[src/rtl/mmio_timer_periph_pkg.sv]
// Shared constants for the memory-mapped timer/IO peripheral.
// Holds the default window base, the register byte offsets and the TCON bit positions.
// Purely declarative, so there is no latency and no backpressure.
package mmio_timer_periph_pkg;

    // Default base of the 32-byte register window
    localparam logic [31:0] DEFAULT_BASE = 32'h4000_0000;

    // Register byte offsets within the window
    localparam logic [4:0] TH_OFS      = 5'h00;
    localparam logic [4:0] TL_OFS      = 5'h04;
    localparam logic [4:0] TCON_OFS    = 5'h08;
    localparam logic [4:0] LED_OFS     = 5'h0C;
    localparam logic [4:0] SW_OFS      = 5'h10;
    localparam logic [4:0] SYSTICK_OFS = 5'h14;

    // TCON bit positions
    localparam int TCON_EN = 0;
    localparam int TCON_IE = 1;
    localparam int TCON_IF = 2;

endpackage

[src/rtl/sync2.sv]
// Two-flop synchronizer that brings an asynchronous multi-bit input into the clk domain.
// Latency is 2 cycles from a change on d_i to the same value on q_o.
// There is no handshake; q_o is updated on every cycle.
module sync2 #(
    parameter int W = 8
) (
    input  logic         clk,
    input  logic         reset,
    input  logic [W-1:0] d_i,
    output logic [W-1:0] q_o
);

    logic [W-1:0] meta_q;
    logic [W-1:0] sync_q;

    // Shift the input through two flops; the first one may go metastable
    always_ff @(posedge clk or negedge reset) begin
        if (!reset) begin
            meta_q <= '0;
            sync_q <= '0;
        end else begin
            meta_q <= d_i;
            sync_q <= meta_q;
        end
    end

    assign q_o = sync_q;

endmodule

[src/rtl/mmio_timer_periph.sv]
// Timer/IO peripheral on the CPU data bus: TH/TL reload timer, TCON, LED, SW and SYSTICK.
// Reads return data in the same cycle (combinational rdata). Writes take effect at the next clock edge.
// There is no backpressure: every access completes in one cycle, and unmapped accesses read 0.
module mmio_timer_periph
    import mmio_timer_periph_pkg::*;
#(
    parameter logic [31:0] BASE  = DEFAULT_BASE,
    parameter int          LED_W = 8,
    parameter int          SW_W  = 8
) (
    input  logic             clk,
    input  logic             reset,
    input  logic             rd,
    input  logic             wr,
    input  logic [31:0]      addr,
    input  logic [31:0]      wdata,
    output logic [31:0]      rdata,
    input  logic [SW_W-1:0]  switch,
    output logic [LED_W-1:0] led,
    output logic             irqout
);

    localparam logic [2:0] W_TH      = TH_OFS[4:2];
    localparam logic [2:0] W_TL      = TL_OFS[4:2];
    localparam logic [2:0] W_TCON    = TCON_OFS[4:2];
    localparam logic [2:0] W_LED     = LED_OFS[4:2];
    localparam logic [2:0] W_SW      = SW_OFS[4:2];
    localparam logic [2:0] W_SYSTICK = SYSTICK_OFS[4:2];

    logic [31:0]      th_q, th_d;
    logic [31:0]      tl_q, tl_d;
    logic             en_q, en_d;
    logic             ie_q, ie_d;
    logic             if_q, if_d;
    logic [LED_W-1:0] led_q, led_d;
    logic [31:0]      tick_q;
    logic [SW_W-1:0]  sw_sync;

    logic        hit;
    logic [2:0]  widx;
    logic        we_th, we_tl, we_tcon, we_led;
    logic        ovf;
    logic [31:0] tcon_val;
    logic        unused_addr;

    // The byte lane bits are not part of the decode
    assign unused_addr = ^addr[1:0];

    assign hit     = (addr[31:5] == BASE[31:5]);
    assign widx    = addr[4:2];
    assign we_th   = wr && hit && (widx == W_TH);
    assign we_tl   = wr && hit && (widx == W_TL);
    assign we_tcon = wr && hit && (widx == W_TCON);
    assign we_led  = wr && hit && (widx == W_LED);

    // Overflow is the enabled cycle in which TL is about to wrap
    assign ovf = en_q && (tl_q == 32'hFFFF_FFFF);

    sync2 #(.W(SW_W)) u_sync2 (
        .clk   (clk),
        .reset (reset),
        .d_i   (switch),
        .q_o   (sw_sync)
    );

    // Next-state for the timer and bus registers; CPU writes win over counting and reload
    always_comb begin
        th_d  = we_th ? wdata : th_q;
        tl_d  = tl_q;
        if (en_q) begin
            tl_d = ovf ? th_q : tl_q + 32'd1;
        end
        if (we_tl) begin
            tl_d = wdata;
        end
        en_d  = en_q;
        ie_d  = ie_q;
        if_d  = if_q | (ovf & ie_q);
        if (we_tcon) begin
            en_d = wdata[TCON_EN];
            ie_d = wdata[TCON_IE];
            // A hardware set in the same cycle still wins, so no interrupt is lost
            if_d = wdata[TCON_IF] | (ovf & ie_q);
        end
        led_d = we_led ? wdata[LED_W-1:0] : led_q;
    end

    // State registers, all cleared asynchronously
    always_ff @(posedge clk or negedge reset) begin
        if (!reset) begin
            th_q   <= '0;
            tl_q   <= '0;
            en_q   <= 1'b0;
            ie_q   <= 1'b0;
            if_q   <= 1'b0;
            led_q  <= '0;
            tick_q <= '0;
        end else begin
            th_q   <= th_d;
            tl_q   <= tl_d;
            en_q   <= en_d;
            ie_q   <= ie_d;
            if_q   <= if_d;
            led_q  <= led_d;
            tick_q <= tick_q + 32'd1;
        end
    end

    // Assemble the TCON read view with unused bits as zero
    always_comb begin
        tcon_val          = '0;
        tcon_val[TCON_EN] = en_q;
        tcon_val[TCON_IE] = ie_q;
        tcon_val[TCON_IF] = if_q;
    end

    // Read mux: selected register on a mapped load, otherwise zero
    always_comb begin
        rdata = '0;
        if (rd && hit) begin
            case (widx)
                W_TH:      rdata = th_q;
                W_TL:      rdata = tl_q;
                W_TCON:    rdata = tcon_val;
                W_LED:     rdata = 32'(led_q);
                W_SW:      rdata = 32'(sw_sync);
                W_SYSTICK: rdata = tick_q;
                default:   rdata = '0;
            endcase
        end
    end

    assign led    = led_q;
    assign irqout = ie_q & if_q;

endmodule

[config.mk]
export PLATFORM = sky130hd
export DESIGN_NAME = mmio_timer_periph
export DESIGN_NICKNAME = d
export VERILOG_FILES = /design/src/rtl/mmio_timer_periph_pkg.sv /design/src/rtl/sync2.sv /design/src/rtl/mmio_timer_periph.sv
export SDC_FILE = /design/constraint.sdc
export NUM_CORES = 1
export LEC_CHECK = 0
export CORE_UTILIZATION = 58
export CTS_BUF_LIST = sky130_fd_sc_hd__clkbuf_4 sky130_fd_sc_hd__clkbuf_8 sky130_fd_sc_hd__clkbuf_16
export CTS_CLUSTER_SIZE = 12
export DETAILED_ROUTE_END_ITERATION = 7
export HOLD_SLACK_MARGIN = 0.05
export PLACE_DENSITY = 0.86
export REMOVE_ABC_BUFFERS = 1
export SYNTH_ARGS = -nofsm -noshare
export SYNTH_HDL_FRONTEND = slang
export SYNTH_SLANG_ARGS = --single-unit
[constraint.sdc]
create_clock -name clk -period 8.57 [get_ports clk]
set_clock_uncertainty 0.2 [all_clocks]
set_input_delay 1.714 -clock clk [delete_from_list [all_inputs] [get_ports clk]]
set_output_delay 1.714 -clock clk [all_outputs]
set_load 0.005 [all_outputs]
# Word-level counts from Yosys, hierarchy flattened
# Index checks and enable logic that the tools add are counted.
dict set report word_totals {
  ff_bits 123
  latch_bits 0
  mem_bits_rw 0
  romBits 0
  out_inout_bits 41
  elab_cells 37
  memories 0
}
dict set report op_classes {
  add_sub_neg 2
  multipliers 0
  n_div 0
  order_cmp 0
  eq_ne 7
  n_shift 0
  muxes 6
  n_bitwise 4
  reduce_logical 9
}
# operator count
set ops {}
lappend ops {{32-bit one-hot mux with 6 select lines} 1}
lappend ops {{32-bit 2-to-1 mux} 4}
lappend ops {{32-bit by 1-bit adder with 32-bit output, second input constant} 2}
lappend ops {{32-bit equality test, second input constant} 1}
lappend ops {{27-bit by 26-bit equality test with 1-bit output, second input constant} 1}
lappend ops {{1-bit logical AND} 7}
lappend ops {{3-bit by 2-bit equality test with 1-bit output, second input constant} 2}
lappend ops {{3-bit equality test, second input constant} 2}
lappend ops {{3-bit by 1-bit equality test with 1-bit output, second input constant} 1}
lappend ops {{3-bit logical NOT} 1}
lappend ops {{1-bit AND} 2}
lappend ops {{1-bit OR} 2}
lappend ops {{2-bit nonzero test} 1}
lappend ops {{1-bit 2-to-1 mux} 1}

# Longest topological paths before layout
dict set report logic_depth {
  word_depth 5
  mapped_depth 9
  mapped_depth_nobuf 7
}

# Cells and area by module
# From an unflattened synthesis, not the netlist that was laid out.
dict set report unflattened {
  hier_cells 688
  hier_area_um2 6740.2
}
# mod instances cells_each area_per_inst_um2 seq_area_each_um2
set by_module_without_submodules {}
lappend by_module_without_submodules {mmio_timer_periph 1 672 6339.8 2677.6}
lappend by_module_without_submodules {sync2 1 16 400.4 400.4}

# Least setup slack after synthesis
# No wires, ideal clock.
dict set report synth_path {
  path_type {input to output}
  start {in addr[6]}
  end {out rdata[11]}
  t_arrival_ps 3342
  path_slack_ps 3314
  stages 8
  cell_sequence {nor4_1 nand4_1 nor3_1 nand2_1 or2_2 clkbuf_1 clkbuf_1 nor2_1}
}
dict set report synth_between {
  elab_chain_len 3
}
# element line_no
set synth_rtl {}
lappend synth_rtl {{from (decl)} mmio_timer_periph.sv:15} ;# input logic [31:0] addr,
lappend synth_rtl {{27-bit by 26-bit equality test with 1-bit output} mmio_timer_periph.sv:49} ;# assign hit = (addr[31:5] == BASE[31:5]);
lappend synth_rtl {{1-bit logical AND} mmio_timer_periph.sv:120} ;# if (rd && hit) begin
lappend synth_rtl {{32-bit 2-to-1 mux} mmio_timer_periph.sv:120}
lappend synth_rtl {{to (decl)} mmio_timer_periph.sv:17} ;# output logic [31:0] rdata,
# Every way passes these cells.

# Final worst setup path
dict set report layout_path {
  start {in addr[14]}
  end {out rdata[22]}
}
# Same word-level chain as after synthesis.

==> summary.txt <==
GRT
  – GRT busiest layer: met2
  – Largest net degree at the start of global routing: 77
  – Vias in the first global route: slightly above 6000
  – M3 GR Usage: 0.0738
  – GRT Resource Usage Total: 0.318
  – Initial antenna violation count: 0
  – Global-route wire length before repair: just over 30000 um
  – Met2 usage: 0.525
  – Met1 Use GR: 0.387
  – GR Overflow Total: 0

Route
  – WL/cell: 20.0 um
  – Via count: 5887
  – Drt initial violations: 440
  – Post-Route WL: 18700 um
  – Final antenna-violating net count: 0
  – # DRC: 0
  – Drt pass-1 iters: 6
  – DR vias/cell: 6.27

Timing
  – Min Tclk post-route: 6470 ps
  – Worst-margin pin slew: 1130 ps
  – Final setup fails: 0
  – Fin Hold WS: roughly 150 ps
  – RSZ-0062 raised after global routing: no
  – Worst slew margin relative to its limit: 0.238
  – Fin. Hold Viols: 0
  – Max Clock Freq: 155 MHz
  – Final Max Tran Viols: 0
  – Final period utilization: 0.755
  – Setup_tns: 0 ps

Setup path
  – CP Launch Point: addr[14]
  – R2R Path Start: tl_q[0]$_DFFE_PN0P_
  – CP Max Fanout: 24
  – Crit path capture type: primary output
  – CP max stage delay: roughly 570 ps
  – Startpoint types: primary input
  – Worst Path Required: roughly 6700 ps
  – Top delay family on crit path: simple AND/OR/NAND/NOR gates
  – WP data arrival: 4550 ps
  – Critical-path cell list: clkdlybuf4s50_1, nor4_1, nand4_1, nor3_1, nand2_1, or2_2, nor2_1, clkdlybuf4s50_1
  – Buf/Inv on CP: 2
  – Crit-path most repeated cell: clkdlybuf4s50_1
  – CP max stage cell: or2_2
  – CP Class: in2out

Synth
  – Most frequent cells after synthesis: dfrtp_1 (123), nor2_1 (86), mux2_2 (43)
  – Leading area contributor after synthesis: dfrtp_1
  – Synthesized instance count: 683
  – Syn Area/Cell: 10.1 um2
  – Synthesized flop and latch total: 123
  – Most common cell in the netlist: dfrtp_1
  – Number of synthesized flops with an enable pin: 0
  – Main synth FF type: dfrtp_1
  – Cell Area, Synth: 6880 um2
  – Sequential area share after synthesis: 0.447
  – Unique masters post-synth: 58
  – Ys Warns: 0
  – Ranking of synthesized cells by area: dfrtp_1 (45%), mux2_2 (7.0%), mux2i_1 (5.4%), nor2_1 (4.7%), xnor2_1 (3.8%)
  – Synth async-reset ratio: 1.00
  – Post-synth top area share: 0.447

Placed design
  – IO Port Bufs: 114
  – RePlAce Congestion: just under 0.9
  – DP Wirelength: 12600 um

Clock tree
  – CTS Hold Bufs: 0
  – Reg clk slew, reported paths: 60 ps
  – Worst skew pair latency: 430 ps
  – Post-CTS resize count: 0
  – Num CTS Buffers: 17
  – Clock Tree Buf Depth: 2
  – H-tree depth: 4
  – Post-CTS setup buffers: 0
  – CTS Root Cell: clkbuf_16
  – CTS tree: built
  – Clock tree sinks: between 100 and 150

Power and ir drop
  – Peak VDD IR: around 170 uV
  – Total Power: 1360 uW
  – Cell Pwr Density: 158 nW/um2
  – Leakage: 0.00374 uW

Floorplanning
  – # rows: 39
  – I/O pin count: 117
  – Die area: 12300 um2
  – Die H: approximately 110 um
  – Width of the die: 111 um
  – Initial Util: 0.600
  – Core box area: 11500 um2

Final layout
  – Share of layout cells above drive strength 1: 0.133
  – Final net count: 861
  – Post-Route Utilization: 0.752
  – Area Growth Syn to Fin: 25.3%
  – FILL cells: 823
  – Diode count: 0
  – Sequential cell area: 3080 um2
  – Multi-input logic area: 3570 um2

Hold path
  – Worst min path class: reg2reg
  – Worst Hold Launch: u_sync2.meta_q[6]$_DFF_PN0_

Job
  – Max cap viols: 0

Status
  – Status: finished, final reports clean
stage by stage:
| step | instances | instance area (um2) | worst slack [ps] |
|---|---|---|---|
| finish | 939 | 8630 | 2100 |
| global route | 939 | 8630 | 1910 |
| global placement | 907 | 8060 | 2200 |
| floorplan | 641 | 6680 | 3480 |
| detailed placement | 907 | 8060 | 2090 |
| CTS | 939 | 8630 | 2080 |
final cells by class:
type / instances / area share
sequential: 123 / 0.357
inverter: 7 / 0.00305
timing repair buffer: 123 / 0.139
clock buffer: 21 / 0.0550
multi-input combinational: 511 / 0.414
clock inverter: 11 / 0.0109
tap: 143 / 0.0207
worst paths after layout:
| path | end | slack, ps | cells past startpoint |
|---|---|---|---|
| min in group asynchronous | th_q[19]$_DFFE_PN0P_ | 1100 | 1 |
| worst max-delay path | rdata[22] | 2100 | 8 |
| worst max register to register | tl_q[7]$_DFFE_PN0P_ | 5470 | 8 |
| max in group asynchronous | tick_q[5]$_DFF_PN0_ | 5630 | 2 |
| worst min register to register | u_sync2.q_o[6]$_DFF_PN0_ | 150 | 0 |
| worst min-delay path | u_sync2.q_o[6]$_DFF_PN0_ | 150 | 0 |
registers in the layout, indices dropped and copies added, names as in the netlist:
register / count
th_q: 32
ie_q: 1
tick_q: 32
led: 8
en_q: 1
u_sync2.q_o: 8
tl_q: 32
u_sync2.meta_q: 8
if_q: 1
kinds of logic (layout without fill, tap and decap cells):
logic type      after synthesis  count (layout)  share of synthesized area
compound gates              106             106                     0.0949
xor+xnor                     47              47                     0.0598
fa+ha+maj                     2               2                    0.00364
buf+inv                      49             162                     0.0335
flops                       123             123                      0.447
mux                          92              92                      0.155
simple gates                264             264                      0.206
report_power, final:
group	switching, uW	leakage, uW	internal, uW	total [uW]
clock network	271	0.000274	422	693
logic	39.0	0.00193	42.7	81.7
registers	1.07	0.00153	585	586
cell usage in the layout, fill, tap and decap left out, types with 9 or more instances in the layout:
master / count
dfrtp_1: 123
clkdlybuf4s50_1: 112
nor2_1: 86
mux2_2: 43
a21oi_1: 42
nand2_1: 41
mux2i_1: 37
xnor2_1: 30
nand3_1: 25
nand4_1: 20
nor3_1: 19
xor2_1: 17
o21ai_0: 17
clkbuf_16: 17
and3_1: 16
and4_1: 11
a21o_1: 11
buf_4: 10
nor4_1: 9
per-layer routing:
metal | vias to the layer above | share of wire
met3 | 59 | 0.067
met4 | 0 | 0.044
met1 | 2897 | 0.39
met5 | - | 0
met2 | 271 | 0.50
li1 | 2660 | -
(Power assumes the default switching activity.)
